===== src/rtl/addsub_pipe.sv =====
// Pipelined add/subtract unit: the carry chain is cut into STAGES registered segments,
// with a valid/ready handshake on both sides and carry/borrow, overflow and zero flags.
module addsub_pipe #(
    parameter int WIDTH  = 16,
    parameter int STAGES = 2
) (
    input  logic             clk,
    input  logic             rst,
    input  logic             in_valid,
    output logic             in_ready,
    input  logic [WIDTH-1:0] a,
    input  logic [WIDTH-1:0] b,
    input  logic             op_sub,
    output logic             out_valid,
    input  logic             out_ready,
    output logic [WIDTH-1:0] result,
    output logic             cb,
    output logic             ovf,
    output logic             zero
);
    localparam int SEG  = WIDTH / STAGES;
    localparam int LAST = STAGES - 1;

    logic             v_r    [STAGES];
    logic [WIDTH-1:0] a_r    [STAGES];
    logic [WIDTH-1:0] b_r    [STAGES];
    logic [WIDTH-1:0] res_r  [STAGES];
    logic             c_r    [STAGES];
    logic             op_r   [STAGES];
    logic             cb_r;
    logic             ovf_r;
    logic             zero_r;

    logic             v_in   [STAGES];
    logic [WIDTH-1:0] a_in   [STAGES];
    logic [WIDTH-1:0] b_in   [STAGES];
    logic [WIDTH-1:0] res_in [STAGES];
    logic [WIDTH-1:0] res_nx [STAGES];
    logic             c_in   [STAGES];
    logic             c_nx   [STAGES];
    logic             op_in  [STAGES];
    logic [SEG:0]     seg_sum;
    logic             msb_cin;
    logic             cb_nx;
    logic             ovf_nx;
    logic             zero_nx;
    logic             stall;

    assign stall    = v_r[LAST] && !out_ready;
    assign in_ready = !stall;

    // Stage 0 inverts B and injects op_sub as carry-in, turning a-b into a + ~b + 1.
    always_comb begin
        v_in[0]   = in_valid;
        a_in[0]   = a;
        b_in[0]   = op_sub ? ~b : b;
        c_in[0]   = op_sub;
        op_in[0]  = op_sub;
        res_in[0] = '0;
        for (int k = 1; k < STAGES; k++) begin
            v_in[k]   = v_r[k-1];
            a_in[k]   = a_r[k-1];
            b_in[k]   = b_r[k-1];
            c_in[k]   = c_r[k-1];
            op_in[k]  = op_r[k-1];
            res_in[k] = res_r[k-1];
        end
        seg_sum = '0;
        for (int k = 0; k < STAGES; k++) begin
            seg_sum = {1'b0, a_in[k][k*SEG +: SEG]} + {1'b0, b_in[k][k*SEG +: SEG]}
                    + {{SEG{1'b0}}, c_in[k]};
            res_nx[k]              = res_in[k];
            res_nx[k][k*SEG +: SEG] = seg_sum[SEG-1:0];
            c_nx[k]                = seg_sum[SEG];
        end
    end

    // The carry into the MSB is recovered from the MSB sum bit, so the segment adder needs no extra tap.
    always_comb begin
        msb_cin = res_nx[LAST][WIDTH-1] ^ a_in[LAST][WIDTH-1] ^ b_in[LAST][WIDTH-1];
        cb_nx   = c_nx[LAST] ^ op_in[LAST];
        ovf_nx  = msb_cin ^ c_nx[LAST];
        zero_nx = ~|res_nx[LAST];
    end

    always_ff @(posedge clk or posedge rst) begin
        if (rst) begin
            for (int k = 0; k < STAGES; k++) begin
                v_r[k]   <= 1'b0;
                a_r[k]   <= '0;
                b_r[k]   <= '0;
                res_r[k] <= '0;
                c_r[k]   <= 1'b0;
                op_r[k]  <= 1'b0;
            end
            cb_r   <= 1'b0;
            ovf_r  <= 1'b0;
            zero_r <= 1'b0;
        end else if (!stall) begin
            for (int k = 0; k < STAGES; k++) begin
                v_r[k] <= v_in[k];
                if (v_in[k]) begin
                    a_r[k]   <= a_in[k];
                    b_r[k]   <= b_in[k];
                    res_r[k] <= res_nx[k];
                    c_r[k]   <= c_nx[k];
                    op_r[k]  <= op_in[k];
                end
            end
            if (v_in[LAST]) begin
                cb_r   <= cb_nx;
                ovf_r  <= ovf_nx;
                zero_r <= zero_nx;
            end
        end
    end

    assign out_valid = v_r[LAST];
    assign result    = res_r[LAST];
    assign cb        = cb_r;
    assign ovf       = ovf_r;
    assign zero      = zero_r;

endmodule


===== config.mk =====
export PLATFORM = sky130hd
export DESIGN_NAME = addsub_pipe
export DESIGN_NICKNAME = d
export VERILOG_FILES = /design/src/rtl/addsub_pipe.sv
export SDC_FILE = /design/constraint.sdc
export NUM_CORES = 1
export LEC_CHECK = 0
export CAP_MARGIN = 15
export CELL_PAD_IN_SITES_DETAIL_PLACEMENT = 1
export CELL_PAD_IN_SITES_GLOBAL_PLACEMENT = 2
export CORE_MARGIN = 2
export CORE_UTILIZATION = 29
export CTS_CLUSTER_DIAMETER = 40
export DETAILED_ROUTE_END_ITERATION = 10
export PLACE_DENSITY_LB_ADDON = 0.12
export SLEW_MARGIN = 0
export SYNTH_ARGS = -nofsm -noshare
export SYNTH_HDL_FRONTEND = slang
export SYNTH_SLANG_ARGS = --single-unit

===== constraint.sdc =====
create_clock -name clk -period 2 [get_ports clk]
set_input_delay 0.4 -clock clk [delete_from_list [all_inputs] [get_ports clk]]
set_output_delay 0.4 -clock clk [all_outputs]
set_load 0.05 [all_outputs]

==> results.json, run 1 <==
{
  "outcome": "finished, violations left",
  "violations": "setup timing",
  "met2_usage_pct": 24.2,
  "regToRegEndpoint": "ovf",
  "yosys_warnings": 0,
  "yosysMostFrequentCell": "dfrtp_1",
  "place.port_buffers": 57,
  "antenna_found_initial": 0,
  "finalNonFillerCells": 439,
  "io_pins": 58,
  "worst_setup_path_end_kind": "register",
  "grtUsageMet3_pct": 1.93,
  "crit_fanout": 2,
  "initialDrtViolationCount": 24,
  "wl_mm": 5.98,
  "netlist_area_mm2": 0.00258,
  "syn_avg_cell_area_um2": 11.0,
  "regArea_mm2": 0.00118,
  "path_clk_slew_ns": 0.09,
  "fmax_mhz": 444,
  "nFillCells": 978,
  "grt_pass1_wl_mm": 10.1,
  "synthCells": 234,
  "holdWs_ns": 0.433,
  "synth_top_area_share_pct": 45.7,
  "grt_max_degree": 39,
  "cts_tree": "done",
  "synthArstFlopShare_pct": 100,
  "rsz0062_at_grt": "true",
  "worst-r2r-cell-count": 9,
  "fin_nets": 384,
  "hold_buffers": 0,
  "start_util_pct": 29.7,
  "fin_ws_ns": -0.254,
  "r2r-start": "c_in[0]",
  "htree_levels": 2,
  "cts_sinks": 47,
  "seqPwrFrac_pct": 31.1,
  "place_congestion": 0.706,
  "cts_root_buf": "clkbuf_8",
  "worstSetupPathType": "reg2reg",
  "synth_enable_flop_cells": 0,
  "p_comb_share_pct": 55.3,
  "setup_violations": 5,
  "maxSlewHeadroom_pct": 66.4,
  "p_int_mw": 2.75,
  "drv_cap": 0,
  "ys.flop_type": "dfrtp_1",
  "grt_overflow_total": 0,
  "final_area_mm2": 0.00380,
  "synth-seq-area-share_pct": 45.7,
  "total_power_mw": 4.63,
  "die_area_mm2": 0.00965,
  "critPathArrivalTime_ns": 2.48,
  "core_mm2": 0.00868,
  "p_leak_nw": 1.68,
  "vias": 1992,
  "p_switching_mw": 1.88,
  "p_clk_share_pct": 13.6,
  "synthTopCellsByCount": "dfrtp_1 (47), nand2_1 (27), o21ai_0 (19)",
  "synthTopCellsByArea": "dfrtp_1 (46%), mux2_2 (7.0%), ha_1 (6.8%), xnor2_1 (4.8%), xor2_1 (4.8%)",
  "clk_path_buf_depth": 2,
  "ys_ff_latch": 47,
  "use_met1_pct": 15.7,
  "track_usage_pct": 13.1,
  "peakVddDrop_v": 0.000413,
  "finClkSkew_ns": 0.00662,
  "place_ws_ns": -0.569,
  "drc": 0,
  "num_rows": 34,
  "tightest_slew_ns": 0.502,
  "fin_crit_sh_pct": 113,
  "startpoint_type": "register",
  "yosysTopAreaCell": "dfrtp_1",
  "required_ns": 2.22,
  "multi_input_area_mm2": 0.00142,
  "area_growth_pct": 47.5,
  "grt_pass1_vias": 2129,
  "grt-busiest-layer": "met2",
  "cts_made_buffers": 5,
  "fp.dieH_um": 98.3,
  "hold_path_class": "in2async",
  "dp_hpwl_mm": 4.58,
  "rrSetupSlack_ns": -0.25,
  "die_x_um": 98.3,
  "antenna_cells": 0,
  "placed_cells": 423,
  "hold_viol": 0,
  "period_needed_ns": 2.25,
  "syn_nets": 288,
  "synth_cell_types": 40,
  "drive_gt1_share_pct": 27.5,
  "dr.pass1.iters": 4,
  "viasPerCell": 4.54,
  "drtAntennaViolNets": 0,
  "placed_area_mm2": 0.00358,
  "switching_share_pct": 40.6,
  "maxSlewViolCount": 0,
  "clk_latency_ns": 0.30,
  "power.density_mw_per_mm2": 1220,
  "wl_per_cell_um": 13.6
}
==> repair_timing <==
| item | in CTS | in global routing |
|---|---|---|
| endpoints found under the setup margin | 10 | 11 |
| pin swaps | 16 | 17 |
| gates resized for setup | 11 | 15 |
| endpoints found under the hold margin | 0 | 0 |
| setup buffers | 6 | 2 |
==> worst max-delay path: stages, from the launching register on <==
cell and delay [ns]:
dfrtp_1 0.41, fa_2 0.43, inv_2 0.07, fa_2 0.20, nand2b_4 0.14, a21oi_4 0.06, nor4_2 0.18, o21ba_2 0.18
xnor3_1 0.39, o21ai_1 0.14
==> cell type report <==
class / count / area share (%)
Sequential cell: 47 / 30.9
Tap cell: 108 / 3.55
Multi-Input combinational cell: 168 / 37.5
Clock buffer: 8 / 2.63
Inverter: 10 / 0.987
Timing Repair Buffer: 98 / 24.4
==> placed cells by master, fill, tap and decap left out, types with 7 or more instances in the layout <==
cell type and count:
buf_4 34, xnor2_1 13, nand2_1 27, dfrtp_1 47
clkdlybuf4s50_1 51, o21ai_0 19, ha_1 14, xor2_1 13
clkbuf_8 7, inv_1 8, mux2_2 15
==> metrics by stage <==
step                      setup TNS [ns]  util (%)
after floorplan                   -0.194         -
after global placement             -3.75      41.2
after detailed placement           -4.05      41.2
after CTS                         -0.807      43.2
after global routing               -1.23      43.8
final                             -0.733      43.8
==> state kept, by name, summed over array words and instances, names as in the netlist <==
name and cells:
res_in 8, c_in 1, b_in 8, result 16, ovf 1, out_valid 1, cb 1, a_in 8
v_in 1, op_in 1, zero 1
==> routing by layer <==
metal	vias up	routed length, um
met1	959	2490
li1	992	-
met4	0	84
met2	35	3240
met5	-	0
met3	6	158
==> kinds of logic after synthesis <==
group           Yosys count  synth area share (%)
flops                    47                  45.7
compound gates           48                  11.7
mux                      23                  10.0
buf+inv                  19                  3.11
xor+xnor                 30                  11.0
fa+ha+maj                17                  9.13
simple gates             50                  9.37
==> how the worst max path moves through the flow <==
| stage | start | endpoint | slack [ns] | cells after the start |
|---|---|---|---|---|
| after floorplan | op_sub | res_in[6] | -0.09 | 10 |
| after global placement | op_sub | res_in[6] | -0.55 | 10 |
| after detailed placement | op_sub | res_in[6] | -0.57 | 11 |
| after CTS | c_in[0] | zero | -0.26 | 8 |
| after global routing | c_in[0] | zero | -0.36 | 8 |
| final | c_in[0] | ovf | -0.25 | 9 |
==> power groups by stage <==
stage               Sequential (mW)  Clock (mW)  Combinational [mW]
CTS                            1.45       0.665                2.50
global placement               1.45           0                2.42
global route                   1.49       0.700                2.75
floorplan                      2.05           0               0.925
detailed placement             1.47           0                2.45
finish                         1.44       0.629                2.56
No activity file was read; power rests on OpenSTA's default activity.
==> run 2, diff against run 1 <==
Settings changed: GPL_TIMING_DRIVEN from default to 0, TNS_END_PERCENT from default to 100.
==> run 2 against run 1 <==
Global-route usage rose by 0.29 points. Largest cell class unchanged. Clock power is essentially flat. Sequential cell count stayed put. Hold slack got worse by 0.052 ns. Routed wire length up 1.8%. Clock-buffer cell count stayed put. First-iteration DRC count shrank 4.2%. Design area fell by 5.6%. Sequential share of layout area increased by 1.8 points. Critical path depth is 2 lower. Cell count decreased by 5.5%. Critical path type unchanged. Register-to-register slack improved by 0.06 ns. The run still ends with setup timing left.
==> results.json, run 2 (synthesis gave the netlist of run 1 again) <==
{
  "fin_ws_ns": -0.195,
  "antenna_found_initial": 0,
  "area_growth_pct": 39.3,
  "io_pins": 58,
  "drtAntennaViolNets": 0,
  "maxSlewHeadroom_pct": 66.0,
  "startpoint_type": "register",
  "place.port_buffers": 56,
  "clk_path_buf_depth": 2,
  "fp.dieH_um": 98.3,
  "required_ns": 2.22,
  "hold_buffers": 0,
  "cts_tree": "done",
  "fin_nets": 360,
  "grt_pass1_vias": 2087,
  "fin_setup_tns_ns": -0.372,
  "largest_register_ffs": 16,
  "nFillCells": 985,
  "fin_crit_sh_pct": 110,
  "holdWs_ns": 0.381,
  "path_clk_slew_ns": 0.09,
  "cts_made_buffers": 5,
  "outcome": "finished, violations left",
  "violations": "setup timing",
  "die_area_mm2": 0.00965,
  "dp_hpwl_mm": 4.70,
  "maxSlewViolCount": 0,
  "multi_input_area_mm2": 0.00142,
  "grt_overflow_total": 0,
  "p_leak_nw": 1.56,
  "final_common_cell": "clkdlybuf4s50_1",
  "peakVddDrop_v": 0.000406,
  "drc": 0,
  "htree_levels": 2,
  "period_needed_ns": 2.19,
  "vias": 1930,
  "placed_cells": 399,
  "critPathArrivalTime_ns": 2.42,
  "clk_latency_ns": 0.29,
  "dr.pass1.iters": 4,
  "antenna_cells": 0,
  "mostFrequentLayoutCells": "clkdlybuf4s50_1 (49), dfrtp_1 (47), nand2_1 (25)",
  "cts_sinks": 47,
  "place_congestion": 0.752,
  "fmax_mhz": 456,
  "wl_per_cell_um": 14.7,
  "cts_root_buf": "clkbuf_8",
  "start_util_pct": 29.7,
  "core_mm2": 0.00868,
  "initialDrtViolationCount": 23,
  "hold_viol": 0,
  "grt_max_degree": 34,
  "die_x_um": 98.3,
  "finalNonFillerCells": 415,
  "drv_cap": 0,
  "regArea_mm2": 0.00118,
  "crit_fanout": 3,
  "num_rows": 34,
  "worst_setup_path_end_kind": "register",
  "setup_violations": 3,
  "worstSetupPathType": "reg2reg",
  "wl_mm": 6.09,
  "rsz0062_at_grt": "true",
  "power.density_mw_per_mm2": 1220,
  "track_usage_pct": 13.4,
  "hold_path_class": "in2async",
  "viasPerCell": 4.65,
  "tightest_slew_ns": 0.509,
  "finClkSkew_ns": 0.00277,
  "drive_gt1_share_pct": 21.8,
  "grt_pass1_wl_mm": 10.2
}
[run 2: cell types whose count changed in the layout (fill, tap and decap cells not counted), sizes merged]
cell           delta
buf              -28
clkbuf            +3
clkdlybuf4s50     -2
dlymetal6s2s      +2
clkdlybuf4s15     +1
[run 2: final cells by class]
class / count / area share, %
multi-input combinational: 168 / 39.7
sequential: 47 / 32.8
timing repair buffer: 65 / 17.8
tap: 108 / 3.77
clock buffer: 8 / 2.79
buffer: 9 / 2.13
inverter: 10 / 1.05
[run 2: worst max-delay path, stage by stage (launching register included)]
cell and delay, ns:
dfrtp_1 0.41, fa_2 0.44, a211oi_2 0.24, o21ai_2 0.11
o31ai_4 0.21, xnor2_2 0.15, xnor3_1 0.43, o21ai_1 0.12
[run 2: final timing paths]
kind,from,slack [ns],cells past startpoint,to
hold / removal,rst,0.38,2,a_in[12]
min in group clk,op_sub,0.43,3,b_in[12]
hold reg to reg,b_in[11],0.49,2,b_in[11]
setup reg to reg,a_in[8],-0.19,7,ovf
max in group asynchronous,rst,1.13,3,res_in[1]
setup / recovery,a_in[8],-0.19,7,ovf
[run 2: stage by stage]
| step | instance area, um^2 | utilization [%] | power, mW | setup WS (ns) |
|---|---|---|---|---|
| final | 3590 | 41.3 | 4.38 | -0.195 |
| after global routing | 3590 | 41.3 | 4.67 | -0.298 |
| after CTS | 3550 | 40.9 | 4.41 | -0.200 |
| after detailed placement | 3360 | 38.8 | 3.69 | -0.672 |
| after global placement | 3340 | 38.5 | 3.66 | -0.643 |
| after floorplan | 2650 | - | 2.98 | -0.0899 |
[run 2: metal layers]
layer / vias up / GRT usage [%] / part of all wire [%]
met4: 0 / 2.85 / 0.77
met5: - / 0 / 0
met1: 948 / 16.0 / 45
li1: 947 / - / -
met2: 33 / 25.1 / 52
met3: 2 / 2.36 / 2.8
[run 2: where the power goes]
part | internal, mW | switching, mW | leakage, nW
Combinational | 0.985 | 1.33 | 0.937
Clock | 0.316 | 0.313 | 0.0515
Sequential | 1.25 | 0.188 | 0.567
Total | 2.55 | 1.83 | 1.56
[run 2: timing repair]
item / CTS / global route
gates resized for setup: 15 / 17
pin swaps: 8 / 23
endpoints found under the hold margin: 0 / 0
buffers inserted: 5 / 3
endpoints found under the setup margin: 21 / 27
